File: src/rtl/grf_pkg.sv
// -----------------------------------------------------------------------------
// grf_pkg
// Shared definitions for the GRF write-port arbiter and its result FIFO.
//   REG_AW   : register address width
//   DATA_W   : register data / PC width
//   NREG     : number of architectural registers (width of the pending mask)
//   wb_req_t : one queued write-back request {a3, wd, pc}
//   a3_onehot: decodes a destination register into a pending-mask bit
//              ($0 never produces a bit)
// -----------------------------------------------------------------------------
package grf_pkg;

    localparam int REG_AW = 5;
    localparam int DATA_W = 32;
    localparam int NREG   = 32;

    typedef struct packed {
        logic [REG_AW-1:0] a3;
        logic [DATA_W-1:0] wd;
        logic [DATA_W-1:0] pc;
    } wb_req_t;

    function automatic logic [NREG-1:0] a3_onehot(input logic [REG_AW-1:0] a3);
        logic [NREG-1:0] v;
        v = {NREG{1'b0}};
        if (a3 != {REG_AW{1'b0}}) begin
            v[a3] = 1'b1;
        end else begin
            v = {NREG{1'b0}};
        end
        return v;
    endfunction

endpackage

File: src/rtl/grf_wport_arbiter_wb_fifo.sv
// -----------------------------------------------------------------------------
// wb_fifo
// DEPTH-entry queue of MDU write-back requests. Every occupied slot carries a
// valid bit; clearing it (kill) squashes the entry without freeing the slot.
// After each update the read pointer is advanced past squashed slots, so
// whenever the queue is non-empty its head is a live entry.
//   clk, reset      : clock, asynchronous active-low reset
//   push_i/push_req_i : enqueue request (caller guarantees !full_o)
//   pop_i           : dequeue the head (caller guarantees head_vld_o)
//   kill_i          : per-slot squash mask
//   cmp_a3_i        : register compared against every live entry
//   cmp_hit_o       : per-slot match of cmp_a3_i against live entries
//   head_vld_o/head_o : live head entry
//   full_o          : all slots occupied
//   entry_vld_o/entry_a3_o : per-slot valid bit and destination register
// -----------------------------------------------------------------------------
module wb_fifo
    import grf_pkg::*;
#(
    parameter int DEPTH = 2
) (
    input  logic                          clk,
    input  logic                          reset,
    input  logic                          push_i,
    input  wb_req_t                       push_req_i,
    input  logic                          pop_i,
    input  logic [DEPTH-1:0]              kill_i,
    input  logic [REG_AW-1:0]             cmp_a3_i,
    output logic [DEPTH-1:0]              cmp_hit_o,
    output logic                          head_vld_o,
    output wb_req_t                       head_o,
    output logic                          full_o,
    output logic [DEPTH-1:0]              entry_vld_o,
    output logic [DEPTH-1:0][REG_AW-1:0]  entry_a3_o
);

    localparam int IW = $clog2(DEPTH);
    localparam int PW = IW + 1;
    localparam logic [PW-1:0] PTR_ONE = {{(PW-1){1'b0}}, 1'b1};

    logic [PW-1:0]           rd_q, rd_d;
    logic [PW-1:0]           wr_q, wr_d;
    logic [DEPTH-1:0]        vld_q, vld_d;
    wb_req_t [DEPTH-1:0]     mem_q, mem_d;
    logic                    empty_s;

    assign empty_s    = (rd_q == wr_q);
    assign full_o     = (rd_q[PW-1] != wr_q[PW-1]) && (rd_q[IW-1:0] == wr_q[IW-1:0]);
    assign head_vld_o = !empty_s && vld_q[rd_q[IW-1:0]];
    assign head_o     = mem_q[rd_q[IW-1:0]];
    assign entry_vld_o = vld_q;

    // Per-slot destination export and compare port
    always_comb begin
        cmp_hit_o  = {DEPTH{1'b0}};
        entry_a3_o = {(DEPTH*REG_AW){1'b0}};
        for (int i = 0; i < DEPTH; i++) begin
            entry_a3_o[i] = mem_q[i].a3;
            cmp_hit_o[i]  = vld_q[i] && (mem_q[i].a3 == cmp_a3_i);
        end
    end

    // Next state: squash, pop, push, then skip squashed slots at the head
    always_comb begin
        vld_d = vld_q & ~kill_i;
        mem_d = mem_q;
        rd_d  = rd_q;
        wr_d  = wr_q;
        if (pop_i) begin
            vld_d[rd_q[IW-1:0]] = 1'b0;
            rd_d                = rd_q + PTR_ONE;
        end else begin
            rd_d = rd_q;
        end
        if (push_i) begin
            mem_d[wr_q[IW-1:0]] = push_req_i;
            vld_d[wr_q[IW-1:0]] = 1'b1;
            wr_d                = wr_q + PTR_ONE;
        end else begin
            wr_d = wr_q;
        end
        // At most DEPTH squashed slots can sit in front of a live entry
        for (int k = 0; k < DEPTH; k++) begin
            if ((rd_d != wr_d) && !vld_d[rd_d[IW-1:0]]) begin
                rd_d = rd_d + PTR_ONE;
            end else begin
                rd_d = rd_d;
            end
        end
    end

    // FIFO state registers
    always_ff @(posedge clk or negedge reset) begin
        if (!reset) begin
            rd_q  <= {PW{1'b0}};
            wr_q  <= {PW{1'b0}};
            vld_q <= {DEPTH{1'b0}};
            mem_q <= {(DEPTH*$bits(wb_req_t)){1'b0}};
        end else begin
            rd_q  <= rd_d;
            wr_q  <= wr_d;
            vld_q <= vld_d;
            mem_q <= mem_d;
        end
    end

endmodule

File: src/rtl/grf_wport_arbiter.sv
// -----------------------------------------------------------------------------
// grf_wport_arbiter
// Shares the single GRF write port between the W stage (always wins, never
// stalled) and queued MDU results, which drain into idle W slots.
//   clk, reset                          : clock, async active-low reset
//   W_RegWrite/W_GRF_A3/W_GRF_WD/W_PC   : W-stage write request
//   md_valid/md_ready/md_a3/md_wd/md_pc : MDU result handshake
//   grf_we/grf_a3/grf_wd/grf_pc         : GRF write port (combinational)
//   pend_mask : registers targeted by live queued entries
//   stall_req : head has waited STARVE_MAX cycles; asks for a W bubble
//   waw_drop  : a queued entry was squashed by a W write to its register
// -----------------------------------------------------------------------------
module grf_wport_arbiter
    import grf_pkg::*;
#(
    parameter int DEPTH      = 2,
    parameter int STARVE_MAX = 4
) (
    input  logic              clk,
    input  logic              reset,
    input  logic              W_RegWrite,
    input  logic [REG_AW-1:0] W_GRF_A3,
    input  logic [DATA_W-1:0] W_GRF_WD,
    input  logic [DATA_W-1:0] W_PC,
    input  logic              md_valid,
    output logic              md_ready,
    input  logic [REG_AW-1:0] md_a3,
    input  logic [DATA_W-1:0] md_wd,
    input  logic [DATA_W-1:0] md_pc,
    output logic              grf_we,
    output logic [REG_AW-1:0] grf_a3,
    output logic [DATA_W-1:0] grf_wd,
    output logic [DATA_W-1:0] grf_pc,
    output logic [NREG-1:0]   pend_mask,
    output logic              stall_req,
    output logic              waw_drop
);

    localparam int CW = $clog2(STARVE_MAX + 1);
    localparam logic [CW-1:0] CNT_MAX = CW'(STARVE_MAX);
    localparam logic [CW-1:0] CNT_ONE = {{(CW-1){1'b0}}, 1'b1};

    logic                         w_busy_s;
    logic                         push_s;
    logic                         pop_s;
    logic [DEPTH-1:0]             kill_s;
    logic [DEPTH-1:0]             cmp_hit_s;
    logic                         head_vld_s;
    wb_req_t                      head_s;
    wb_req_t                      push_req_s;
    logic                         full_s;
    logic [DEPTH-1:0]             entry_vld_s;
    logic [DEPTH-1:0][REG_AW-1:0] entry_a3_s;

    logic [CW-1:0] cnt_q, cnt_d;
    logic          stall_q, stall_d;
    logic          waw_q, waw_d;

    assign w_busy_s   = W_RegWrite && (W_GRF_A3 != 5'd0);
    // Gated by reset so the handshake reads as idle while reset is held
    assign md_ready   = reset && !full_s;
    // $0 results complete the handshake but are never queued
    assign push_s     = md_valid && md_ready && (md_a3 != 5'd0);
    assign pop_s      = !w_busy_s && head_vld_s;
    // A W write supersedes any queued write to the same register
    assign kill_s     = w_busy_s ? cmp_hit_s : {DEPTH{1'b0}};
    assign push_req_s = '{a3: md_a3, wd: md_wd, pc: md_pc};

    wb_fifo #(
        .DEPTH (DEPTH)
    ) u_fifo (
        .clk         (clk),
        .reset       (reset),
        .push_i      (push_s),
        .push_req_i  (push_req_s),
        .pop_i       (pop_s),
        .kill_i      (kill_s),
        .cmp_a3_i    (W_GRF_A3),
        .cmp_hit_o   (cmp_hit_s),
        .head_vld_o  (head_vld_s),
        .head_o      (head_s),
        .full_o      (full_s),
        .entry_vld_o (entry_vld_s),
        .entry_a3_o  (entry_a3_s)
    );

    // Write-port mux: W first, then FIFO head, else idle; forced idle in reset
    always_comb begin
        grf_we = 1'b0;
        grf_a3 = {REG_AW{1'b0}};
        grf_wd = {DATA_W{1'b0}};
        grf_pc = {DATA_W{1'b0}};
        if (!reset) begin
            grf_we = 1'b0;
        end else if (w_busy_s) begin
            grf_we = 1'b1;
            grf_a3 = W_GRF_A3;
            grf_wd = W_GRF_WD;
            grf_pc = W_PC;
        end else if (head_vld_s) begin
            grf_we = 1'b1;
            grf_a3 = head_s.a3;
            grf_wd = head_s.wd;
            grf_pc = head_s.pc;
        end else begin
            grf_we = 1'b0;
        end
    end

    // Pending-write mask decoded from live entries
    always_comb begin
        pend_mask = {NREG{1'b0}};
        for (int i = 0; i < DEPTH; i++) begin
            if (entry_vld_s[i]) begin
                pend_mask = pend_mask | a3_onehot(entry_a3_s[i]);
            end else begin
                pend_mask = pend_mask;
            end
        end
    end

    // Starvation counter, stall request and WAW pulse next state
    always_comb begin
        cnt_d   = cnt_q;
        stall_d = stall_q;
        waw_d   = w_busy_s && (|cmp_hit_s);
        if (!head_vld_s || pop_s) begin
            cnt_d   = {CW{1'b0}};
            stall_d = 1'b0;
        end else if (cnt_q == CNT_MAX) begin
            cnt_d   = cnt_q;
            stall_d = 1'b1;
        end else begin
            cnt_d   = cnt_q + CNT_ONE;
            stall_d = stall_q;
        end
    end

    // Starvation / stall / WAW registers
    always_ff @(posedge clk or negedge reset) begin
        if (!reset) begin
            cnt_q   <= {CW{1'b0}};
            stall_q <= 1'b0;
            waw_q   <= 1'b0;
        end else begin
            cnt_q   <= cnt_d;
            stall_q <= stall_d;
            waw_q   <= waw_d;
        end
    end

    assign stall_req = stall_q;
    assign waw_drop  = waw_q;

endmodule

File: config.mk
export PLATFORM = sky130hd
export DESIGN_NAME = grf_wport_arbiter
export DESIGN_NICKNAME = d
export VERILOG_FILES = /design/src/rtl/grf_pkg.sv /design/src/rtl/grf_wport_arbiter_wb_fifo.sv /design/src/rtl/grf_wport_arbiter.sv
export SDC_FILE = /design/constraint.sdc
export NUM_CORES = 1
export LEC_CHECK = 0
export ABC_CLOCK_PERIOD_IN_PS = 7600
export BUFFER_PORTS_ARGS = -buffer_cell sky130_fd_sc_hd__buf_2
export CAP_MARGIN = 20
export CORE_ASPECT_RATIO = 2
export CORE_MARGIN = 3
export CORE_UTILIZATION = 45
export CTS_CLUSTER_DIAMETER = 50
export DETAILED_ROUTE_END_ITERATION = 12
export GPL_TIMING_DRIVEN = 0
export PLACE_DENSITY = 0.73
export SYNTH_ARGS = -nofsm -noshare
export SYNTH_HDL_FRONTEND = slang
export SYNTH_SLANG_ARGS = --single-unit
File: constraint.sdc
create_clock -name clk -period 7.6 [get_ports clk]
set_input_delay 1.14 -clock clk [delete_from_list [all_inputs] [get_ports clk]]
set_output_delay 1.14 -clock clk [all_outputs]
set_load 0.02 [all_outputs]
==> impl_metrics.ini, run 1 <==
[outcome]
outcome = finished, final reports clean

[setup_path]
path_max_fanout = 10
critical_path_arrival_ns = 3.75
reg2reg_to = u_fifo.mem_q[48]
timing.critical_path.required_ns = 6.46
timing.reg2reg.setup_slack_ns = 4.19
ff2ff_path_depth = 9
critPathCaptureType = output port
worstSetupStartpointType = input port
regToRegStartpoint = u_fifo.rd_q[0]
critical_path_class = input port to output port

[clocking]
numClockSinks = 149
clock_tree.htree_level_count = 4
cts-root-buf = sky130_fd_sc_hd__clkbuf_16
cts_buffers = 17
cts_resized = 0
cts_hold_buffers = 0
clk_latency_ns = 0.42
cts_tree = yes
cts_setup_buffers = 0
clk_transition_reported_paths_ns = 0.06
max-clock-path-buffers = 2

[power]
internal_power_mw = 2.398
p_sw_frac = 0.3606
p_per_area_mw_per_mm2 = 395.3
reported_leakage_power_nw = 4.317
combPwrFrac = 0.402
worst_ir_drop_vdd_v = 0.0002106
p_switching_mw = 1.353
clock_power_share = 0.223
seq_power_share = 0.376

[floorplanning]
die_h_um = 187.0
initial_core_util = 0.4622
placementRows = 65
boundaryPins = 247
floorplan.die.width_um = 96.48
die-area_mm2 = 0.01804
design.core.area_mm2 = 0.01594

[sta]
hold_viol = 0
fin_tns_setup_ns = 0
setup_viols_final = 0
rsz0062_at_grt = no
layout_worst_path_cycle_share = 0.6434
final.setup_skew_ns = 0.008615
max_clock_freq_mhz = 204.5
slew_at_the_pin_closest_to_its_max_slew_limit_ns = 0.8114
number_of_max_slew_violations_in_the_final_report = 0
worst_slew_margin_rel = 0.4590
final_period_minus_worst_setup_slack_ns = 4.890

[synth]
synthDistinctLibCells = 39
synth_simple_gate_area_frac = 0.07914
synth_area_per_cell_um2 = 11.84
post_synth_fa_ha_maj_area_fraction = 0.006793
synth-seq-cells = 149
synth.net_count = 768
portion_of_synthesized_cell_area_occupied_by_the_leading_cell_type = 0.5061
synth.mux.area_fraction = 0.2109
synth_top_family_by_area = multiplexers
post_synth_main_area_contributors = sky130_fd_sc_hd__dfrtp_1 51%, sky130_fd_sc_hd__mux2_2 21%, sky130_fd_sc_hd__a222oi_1 9.4%
async_reset_ff_frac = 1.000
xor_and_xnor_area_share_after_synthesis = 0.02140
netlist.top_cell.by_area = sky130_fd_sc_hd__dfrtp_1
synth_top_flop_cell = sky130_fd_sc_hd__dfrtp_1
synth_seq_area_share = 0.5061
synth_compound_gate_area_share = 0.1384
ys_warn_count = 0
synthesis.area_mm2 = 0.007367
number_of_enable_flip_flop_cells_after_synthesis = 0
netlist_instances = 622

[route]
vias_per_cell = 5.918
drtPass1Iterations = 8
residual_antenna_violating_net_count_after_detailed_routing = 0
drt-total-wl_mm = 22.83
detail_route.drc_violations = 0
detailedRoute.firstIterationViolations = 479
routedWlPerCell_um = 20.59
detailroute.via_count = 6563

[global_routing]
vias_in_the_first_global_route = 6887
grt.total_usage = 0.2559
grt_first_pass_wirelength_mm = 35.22
globalRouteOverflowTotal = 0
grt_max_degree = 86
antenna_found_initial = 9

[finish]
design.final.nets = 1033
final_core_utilization = 0.5951
fraction_of_layout_instances_using_a_drive_strength_above_1 = 0.4756
flow.area_growth_from_synthesis_pct = 28.77

[placement]
post-dp-hpwl_mm = 17.09
gp_congestion = 0.8697
port_buffers = 245

[min_path]
timing.hold.worst.class = flip-flop to flip-flop
timing.hold.worst_path_depth = 2
hold_path_startpoint = stall_req
hold_path_end = stall_req

[job]
max-cap-violations = 0
[cell usage in the layout, fill, tap and decap left out, drive strengths merged, types with 9 or more instances in the layout]
cell type and count:
a222oi 69, nand3b 10, nor2 79, dfrtp 149, buf 261, nand2 9, clkbuf 69, mux2 138
xor2 10, o22ai 31
[worst max path at each step]
stage                           start  slack, ns  cells after the start               end
after floorplan           W_GRF_A3[0]       3.42                      8        grf_wd[21]
after global placement          reset       0.50                      9  u_fifo.mem_q[98]
after detailed placement        reset       2.58                     10  u_fifo.mem_q[48]
after CTS                 W_GRF_A3[0]       2.68                     10        grf_wd[30]
after global routing      W_GRF_A3[0]       2.52                      9        grf_wd[15]
final                     W_GRF_A3[0]       2.71                      9        grf_wd[15]
[power by group through the flow]
stage	clock, mW	combinational, mW	sequential [mW]
after floorplan	0	1.12	1.35
after detailed placement	0	1.50	1.42
after global routing	0.882	1.64	1.45
after CTS	0.853	1.51	1.41
after global placement	0	1.47	1.40
final	0.835	1.51	1.41
[kinds of logic (layout without fill, tap and decap cells)]
group / Yosys count / in the layout
adders and majority gates: 4 / 4
other: 1 / 9
xor gates and xnor gates: 18 / 18
AOI/OAI and AO/OA: 119 / 119
muxes: 138 / 138
DFF: 149 / 149
and+or+nand+nor: 125 / 125
buffers and inverters: 68 / 346
[through the flow]
stage	total power, mW	worst slack (ns)	std cells	cell area (um2)	hold WS (ns)
after floorplan	2.471	3.421	622	7367	0.4809
after global placement	2.868	0.5050	1068	8845	0.4774
after detailed placement	2.921	2.581	1069	8879	0.4890
after CTS	3.767	2.679	1101	9467	0.5045
after global routing	3.975	2.519	1109	9487	0.5181
final	3.750	2.710	1109	9487	0.4931
[sequential cells by signal (all words and copies together) (netlist names)]
register / flops
cnt_q: 3
stall_req: 1
u_fifo.entry_a3_o: 10
u_fifo.entry_vld_o: 2
u_fifo.mem_q: 128
u_fifo.rd_q: 2
u_fifo.wr_q: 2
waw_drop: 1
[Yosys cell counts (3+ instances only)]
library cell               count
sky130_fd_sc_hd__clkbuf_1     47
sky130_fd_sc_hd__xnor2_1       8
sky130_fd_sc_hd__dfrtp_1     149
sky130_fd_sc_hd__xor2_1       10
sky130_fd_sc_hd__nand3_1       5
sky130_fd_sc_hd__nand3b_1     10
sky130_fd_sc_hd__o21ai_0       4
sky130_fd_sc_hd__and2_1        3
sky130_fd_sc_hd__buf_1        10
sky130_fd_sc_hd__buf_2         3
sky130_fd_sc_hd__a222oi_1     69
sky130_fd_sc_hd__o22ai_1      31
sky130_fd_sc_hd__a21oi_1       5
sky130_fd_sc_hd__nand2_1       9
sky130_fd_sc_hd__or3_1         3
sky130_fd_sc_hd__nor2_1       79
sky130_fd_sc_hd__or3b_2        5
sky130_fd_sc_hd__nor3_1        3
sky130_fd_sc_hd__inv_1         5
sky130_fd_sc_hd__mux2_2      138
sky130_fd_sc_hd__ha_1          4
[area by class of cell]
type / count / area, um2
Fill cell: 1414 / 6454
Inverter: 6 / 22.52
Antenna cell: 8 / 20.02
Sequential cell: 149 / 3729
Clock inverter: 10 / 123.9
Buffer: 62 / 247.7
Multi-Input combinational cell: 405 / 3368
Clock buffer: 22 / 464.2
Timing Repair Buffer: 246 / 1260
Tap cell: 201 / 251.5
[metal layers]
layer | part of all wire | vias to the layer above | global-route usage
li1 | - | 2933 | -
met4 | 0.045 | 2 | 0.1476
met5 | 0.00057 | - | 0
met1 | 0.35 | 3261 | 0.2654
met3 | 0.066 | 65 | 0.05757
met2 | 0.54 | 302 | 0.4537
[critical path, cell delays in order]
cell and delay [ns]:
sky130_fd_sc_hd__buf_2 0.13, sky130_fd_sc_hd__or4_1 0.54, sky130_fd_sc_hd__o21ai_0 0.28, sky130_fd_sc_hd__and2_1 0.17, sky130_fd_sc_hd__clkbuf_1 0.41, sky130_fd_sc_hd__clkbuf_1 0.49
sky130_fd_sc_hd__a222oi_1 0.17, sky130_fd_sc_hd__nor2_1 0.19, sky130_fd_sc_hd__buf_2 0.21
Note: power is estimated with default switching activity, not from simulation.
==> run 2: changes to the inputs <==
- ABC_AREA: default -> 1
- ABC_CLOCK_PERIOD_IN_PS: 7600 -> 4000
- PLACE_DENSITY: 0.73 -> 0.74
- clock period: 7.6 -> 4 ns (I/O delays scaled with it)
==> run 2 against run 1 <==
Compared with the run above: hold slack lost 0.29 ns; register-to-register slack lost 3.0 ns; worst setup slack lost 2.0 ns; flip-flop and latch count is the same; sequential share of layout area shrank 2.6 points; critical path type is now input port to flip-flop; critical endpoint is now u_fifo.mem_q[6]; largest power group unchanged.
==> impl_metrics.ini, run 2 <==
[outcome]
outcome = finished, final reports clean

[placement]
placement.setup.worst_slack_ns = 0.1817
gp_congestion = 0.9816
port_buffers = 245
detailed_place.area_mm2 = 0.009465
post-dp-hpwl_mm = 18.83
place_inst = 1327

[synth]
portion_of_synthesized_cell_area_occupied_by_the_leading_cell_type = 0.4694
synth_top_flop_cell = sky130_fd_sc_hd__dfrtp_1
post_synth_main_area_contributors = sky130_fd_sc_hd__dfrtp_1 47%, sky130_fd_sc_hd__mux2_2 18%, sky130_fd_sc_hd__nand2_1 14%
netlist.top_cell.by_area = sky130_fd_sc_hd__dfrtp_1
number_of_enable_flip_flop_cells_after_synthesis = 0
synth.cells.most_frequent = 292 x sky130_fd_sc_hd__nand2_1, 149 x sky130_fd_sc_hd__dfrtp_1, 128 x sky130_fd_sc_hd__mux2_2, 68 x sky130_fd_sc_hd__a31oi_1, 44 x sky130_fd_sc_hd__o21ai_0
synth.most_common_cell = sky130_fd_sc_hd__nand2_1
synthesis.area_mm2 = 0.007943
synth.net_count = 1017
synth_seq_area_share = 0.4694
netlist_instances = 871
synth_area_per_cell_um2 = 9.119
async_reset_ff_frac = 1.000
synth-seq-cells = 149
ys_warn_count = 0
synthDistinctLibCells = 36

[finish]
design.final.nets = 1283
layout.cells.most_common_list = 292 x sky130_fd_sc_hd__nand2_1, 250 x sky130_fd_sc_hd__buf_2, 149 x sky130_fd_sc_hd__dfrtp_1
finish.instance_area_mm2 = 0.01017
final_cells = 1367
fraction_of_layout_instances_using_a_drive_strength_above_1 = 0.3969
flow.area_growth_from_synthesis_pct = 28.06
layout.cells.most_common = sky130_fd_sc_hd__nand2_1
max_flop_register = u_fifo.mem_q
final_core_utilization = 0.5889
largest_register_ffs = 128

[setup_path]
cell_chain_critical_path = buf_6 -> buf_16 -> nand3_2 -> nor2_4 -> ha_1 -> clkbuf_1 -> clkbuf_1 -> mux2_2
crit_path_start = reset
critical_path_class = input port to flip-flop
max_stage_delay_on_crit_path_ns = 0.60
critPathCaptureType = flip-flop
path_max_fanout = 79
reg2reg_to = u_fifo.mem_q[6]
timing.reg2reg.setup_slack_ns = 1.15
critical_path_arrival_ns = 3.59
critical_path.endpoint = u_fifo.mem_q[6]
master_of_the_slowest_instance_on_the_critical_path = sky130_fd_sc_hd__clkbuf_1
regToRegStartpoint = u_fifo.wr_q[0]
path_common_cell = sky130_fd_sc_hd__clkbuf_1
timing.critical_path.required_ns = 4.30
ff2ff_path_depth = 10
worstSetupStartpointType = input port

[clocking]
cts_hold_buffers = 0
clock_tree.htree_level_count = 4
cts-root-buf = sky130_fd_sc_hd__clkbuf_16
clk_latency_ns = 0.42
cts_setup_buffers = 0
cts_resized = 0
numClockSinks = 149
max-clock-path-buffers = 2
cts_buffers = 17
clk_transition_reported_paths_ns = 0.06
cts_tree = yes

[sta]
layout_worst_path_cycle_share = 0.8227
rsz0062_at_grt = no
setup_viols_final = 0
worst_slew_margin_rel = 0.2808
final.setup_skew_ns = 0.008469
holdWs_ns = 0.2019
max_clock_freq_mhz = 303.9
slew_at_the_pin_closest_to_its_max_slew_limit_ns = 1.071
fin_tns_setup_ns = 0
number_of_max_slew_violations_in_the_final_report = 0
hold_viol = 0
final_period_minus_worst_setup_slack_ns = 3.291
final_critical_path_setup_slack_ns = 0.7091

[global_routing]
vias_in_the_first_global_route = 7724
grt_first_pass_wirelength_mm = 39.02
grt.total_usage = 0.2582
globalRouteOverflowTotal = 0
antenna_found_initial = 10
grt_max_degree = 80

[route]
drtPass1Iterations = 5
vias_per_cell = 5.385
detailedRoute.firstIterationViolations = 322
drt-total-wl_mm = 24.95
detailroute.via_count = 7361
routedWlPerCell_um = 18.25
residual_antenna_violating_net_count_after_detailed_routing = 0
detail_route.drc_violations = 0

[min_path]
timing.hold.worst.class = input port to async pin

[floorplanning]
placementRows = 68
floorplan.die.width_um = 99.94
die_h_um = 193.9
design.core.area_mm2 = 0.01727
initial_core_util = 0.4599
boundaryPins = 247
die-area_mm2 = 0.01938

[power]
p_per_area_mw_per_mm2 = 753.9
worst_ir_drop_vdd_v = 0.0004813
reported_leakage_power_nw = 4.744
power_mw = 7.668

[job]
max-cap-violations = 0
run 2: critical path: cells and delay by family:
kind	cells	cell delay, ns
adder cells (fa/ha/maj)	1	0.18
buffers and inverters	4	2.02
multiplexers	1	0.41
AND/OR/NAND/NOR	2	0.30
run 2: worst min path at each step:
stage | depth (start not counted) | to | start | slack (ns)
floorplan | 0 | cnt_q[0] | reset | 0.30
global placement | 1 | u_fifo.mem_q[41] | u_fifo.mem_q[41] | 0.49
detailed placement | 1 | u_fifo.mem_q[53] | u_fifo.mem_q[53] | 0.50
CTS | 1 | u_fifo.mem_q[113] | reset | 0.22
global route | 1 | u_fifo.mem_q[124] | reset | 0.24
finish | 1 | u_fifo.mem_q[55] | reset | 0.20
run 2: area by class of cell:
cell class	count	area [um2]
Clock inverter	12	225.2
Multi-Input combinational cell	635	3865
Tap cell	210	262.8
Buffer	46	191.4
Fill cell	1585	7101
Sequential cell	149	3729
Clock buffer	19	452.9
Inverter	41	157.7
Antenna cell	8	20.02
Timing Repair Buffer	247	1267
run 2: cells by family after synthesis:
family | count (synthesis) | synth area share
and+or+nand+nor | 376 | 0.2029
DFF | 149 | 0.4694
muxes | 128 | 0.1815
AOI/OAI and AO/OA | 121 | 0.08901
buffers and inverters | 87 | 0.04395
xor gates and xnor gates | 5 | 0.006460
adders and majority gates | 4 | 0.006301
other | 1 | 0.0004721
run 2: power breakdown:
part / internal, mW / total [mW] / switching [mW] / leakage, nW
sequential: 2.27 / 2.73 / 0.461 / 1.78
clock: 1.20 / 1.84 / 0.636 / 0.322
combinational: 1.27 / 3.10 / 1.83 / 2.64
total: 4.74 / 7.67 / 2.93 / 4.74
run 2: routing by layer:
metal	vias up	global-route usage	wire [um]
met3	68	0.05690	1347
met1	3544	0.2680	8901
met4	4	0.1413	1083
met2	255	0.4679	13600
li1	3490	-	-
met5	-	0	21
==> run 3: changes to the inputs <==
- ABC_CLOCK_PERIOD_IN_PS: 4000 -> 3050
- PLACE_DENSITY: 0.74 -> 0.72
- clock period: 4 -> 3.05 ns (I/O delays scaled with it)
==> run 3 against run 2 <==
Compared with the run above: the flow now finishes with violations (hold timing); die area unchanged; sequential power is 31% higher; largest cell class unchanged; wire length is 1.5% lower; highest routed layer unchanged.
==> impl_metrics.ini, run 3 (same netlist as run 2, synthesis figures left out) <==
[global_routing]
grt_first_pass_wirelength_mm = 38.40
grt.total_usage = 0.2533
grt_max_degree = 81
globalRouteOverflowTotal = 0
vias_in_the_first_global_route = 7562
antenna_found_initial = 7

[clocking]
numClockSinks = 149
clk_transition_reported_paths_ns = 0.06
cts_tree = yes
cts_hold_buffers = 0
clock_tree.htree_level_count = 4
cts_buffers = 17
max-clock-path-buffers = 2
cts-root-buf = sky130_fd_sc_hd__clkbuf_16
clk_latency_ns = 0.42

[placement]
port_buffers = 245
post-dp-hpwl_mm = 18.39
gp_congestion = 0.9551

[setup_path]
worstSetupStartpointType = flip-flop
timing.reg2reg.setup_slack_ns = 0.46
critical_path_arrival_ns = 2.48
ff2ff_path_depth = 11
reg2reg_to = u_fifo.mem_q[5]
path_max_fanout = 10
critical_path_class = flip-flop to output port
timing.critical_path.required_ns = 2.59
regToRegStartpoint = u_fifo.rd_q[0]
critPathCaptureType = output port

[sta]
hold_viol = 5
layout_worst_path_cycle_share = 0.9627
worst_slew_margin_rel = 0.3108
number_of_max_slew_violations_in_the_final_report = 0
final_period_minus_worst_setup_slack_ns = 2.936
max_clock_freq_mhz = 340.6
final.setup_skew_ns = 0.007265
setup_viols_final = 0
slew_at_the_pin_closest_to_its_max_slew_limit_ns = 1.026
holdWs_ns = -0.007782

[floorplanning]
die-area_mm2 = 0.01938
initial_core_util = 0.4599
die_h_um = 193.9
floorplan.die.width_um = 99.94
boundaryPins = 247
design.core.area_mm2 = 0.01727
placementRows = 68

[finish]
layout.cells.most_common = sky130_fd_sc_hd__nand2_1
design.final.nets = 1287
combined_area_of_the_multi_input_logic_cells_mm2 = 0.003871
layout.cells.most_common_list = 292 x sky130_fd_sc_hd__nand2_1, 245 x sky130_fd_sc_hd__buf_2, 148 x sky130_fd_sc_hd__dfrtp_1
fraction_of_layout_instances_using_a_drive_strength_above_1 = 0.4133
max_flop_register = u_fifo.mem_q
fill_cell_instance_count_of_the_final_layout = 1566
largest_register_ffs = 128
flow.area_growth_from_synthesis_pct = 29.66
area.sequential_mm2 = 0.003730
final_core_utilization = 0.5963

[outcome]
failed_checks = hold timing
outcome = finished, violations left

[route]
detail_route.drc_violations = 0
detailedRoute.firstIterationViolations = 286
routedWlPerCell_um = 17.95
drt-total-wl_mm = 24.57
drtPass1Iterations = 5
vias_per_cell = 5.356
detailroute.via_count = 7332
residual_antenna_violating_net_count_after_detailed_routing = 0

[power]
worst_ir_drop_vdd_v = 0.0006105
reported_leakage_power_nw = 4.851
power_mw = 10.32
p_per_area_mw_per_mm2 = 1002

[job]
max-cap-violations = 0

[min_path]
timing.hold.worst.class = input port to async pin
-- run 3: metal layers --
layer	share of wire	vias up	global-route usage	routed length, um
met5	0.00085	-	0	21
met4	0.026	4	0.1059	628
met3	0.059	41	0.05366	1444
met2	0.56	232	0.4805	13860
met1	0.35	3562	0.2590	8614
li1	-	3493	-	-
-- run 3: timing repair --
item / CTS / global route
pin swaps: 0 / 1
resized for setup: 17 / 14
endpoints found under the setup margin: 146 / 70
buffers inserted: 0 / 5
-- run 3: area by class of cell --
cell class | instances | area share
clock inverter | 8 | 0.02333
tap | 210 | 0.02551
sequential | 149 | 0.3622
inverter | 41 | 0.01567
antenna | 5 | 0.001215
multi-input combinational | 635 | 0.3759
clock buffer | 24 | 0.04775
timing repair buffer | 251 | 0.1264
buffer | 46 | 0.02211
-- run 3: how the worst max path moves through the flow --
stage	startpoint	end	slack, ns	cells past startpoint
floorplan	W_GRF_A3[1]	grf_pc[14]	0.79	9
global placement	reset	u_fifo.mem_q[34]	-2.40	7
detailed placement	reset	u_fifo.mem_q[5]	-0.61	8
CTS	reset	u_fifo.mem_q[132]	-0.04	8
global route	u_fifo.entry_vld_o[0]	grf_pc[14]	-0.03	9
finish	u_fifo.rd_q[0]	grf_pc[9]	0.11	12
-- run 3: critical path, stage by stage, from the launching register on --
cell	delay, ns
sky130_fd_sc_hd__dfrtp_1	0.34
sky130_fd_sc_hd__buf_6	0.16
sky130_fd_sc_hd__inv_4	0.05
sky130_fd_sc_hd__nand2_2	0.07
sky130_fd_sc_hd__nand2_4	0.07
sky130_fd_sc_hd__nand2_4	0.12
sky130_fd_sc_hd__nand4_2	0.18
sky130_fd_sc_hd__clkinvlp_4	0.17
sky130_fd_sc_hd__buf_4	0.13
sky130_fd_sc_hd__clkbuf_2	0.25
sky130_fd_sc_hd__nand2_1	0.10
sky130_fd_sc_hd__a31oi_1	0.21
sky130_fd_sc_hd__buf_2	0.22
-- run 3: power by group --
| group | switching [mW] | total, mW | leakage (nW) | internal (mW) |
|---|---|---|---|---|
| clock | 0.808 | 2.60 | 0.355 | 1.79 |
| sequential | 0.611 | 3.58 | 1.78 | 2.97 |
| combinational | 2.40 | 4.14 | 2.72 | 1.74 |
-- run 3: metrics by stage --
step                       TNS, ns  instance area [um2]  hold slack (ns)  worst slack, ns  cells
after global routing      -0.05839                10300          0.02040         -0.02985   1369
after floorplan                  0                 7943           0.1619           0.7863    871
final                            0                10300        -0.007782           0.1139   1369
after CTS                  -0.8175                10230          0.02243         -0.04179   1359
after detailed placement    -57.84                 9465           0.4958          -0.6147   1327
after global placement     -554.30                 9432           0.4891           -2.403   1326
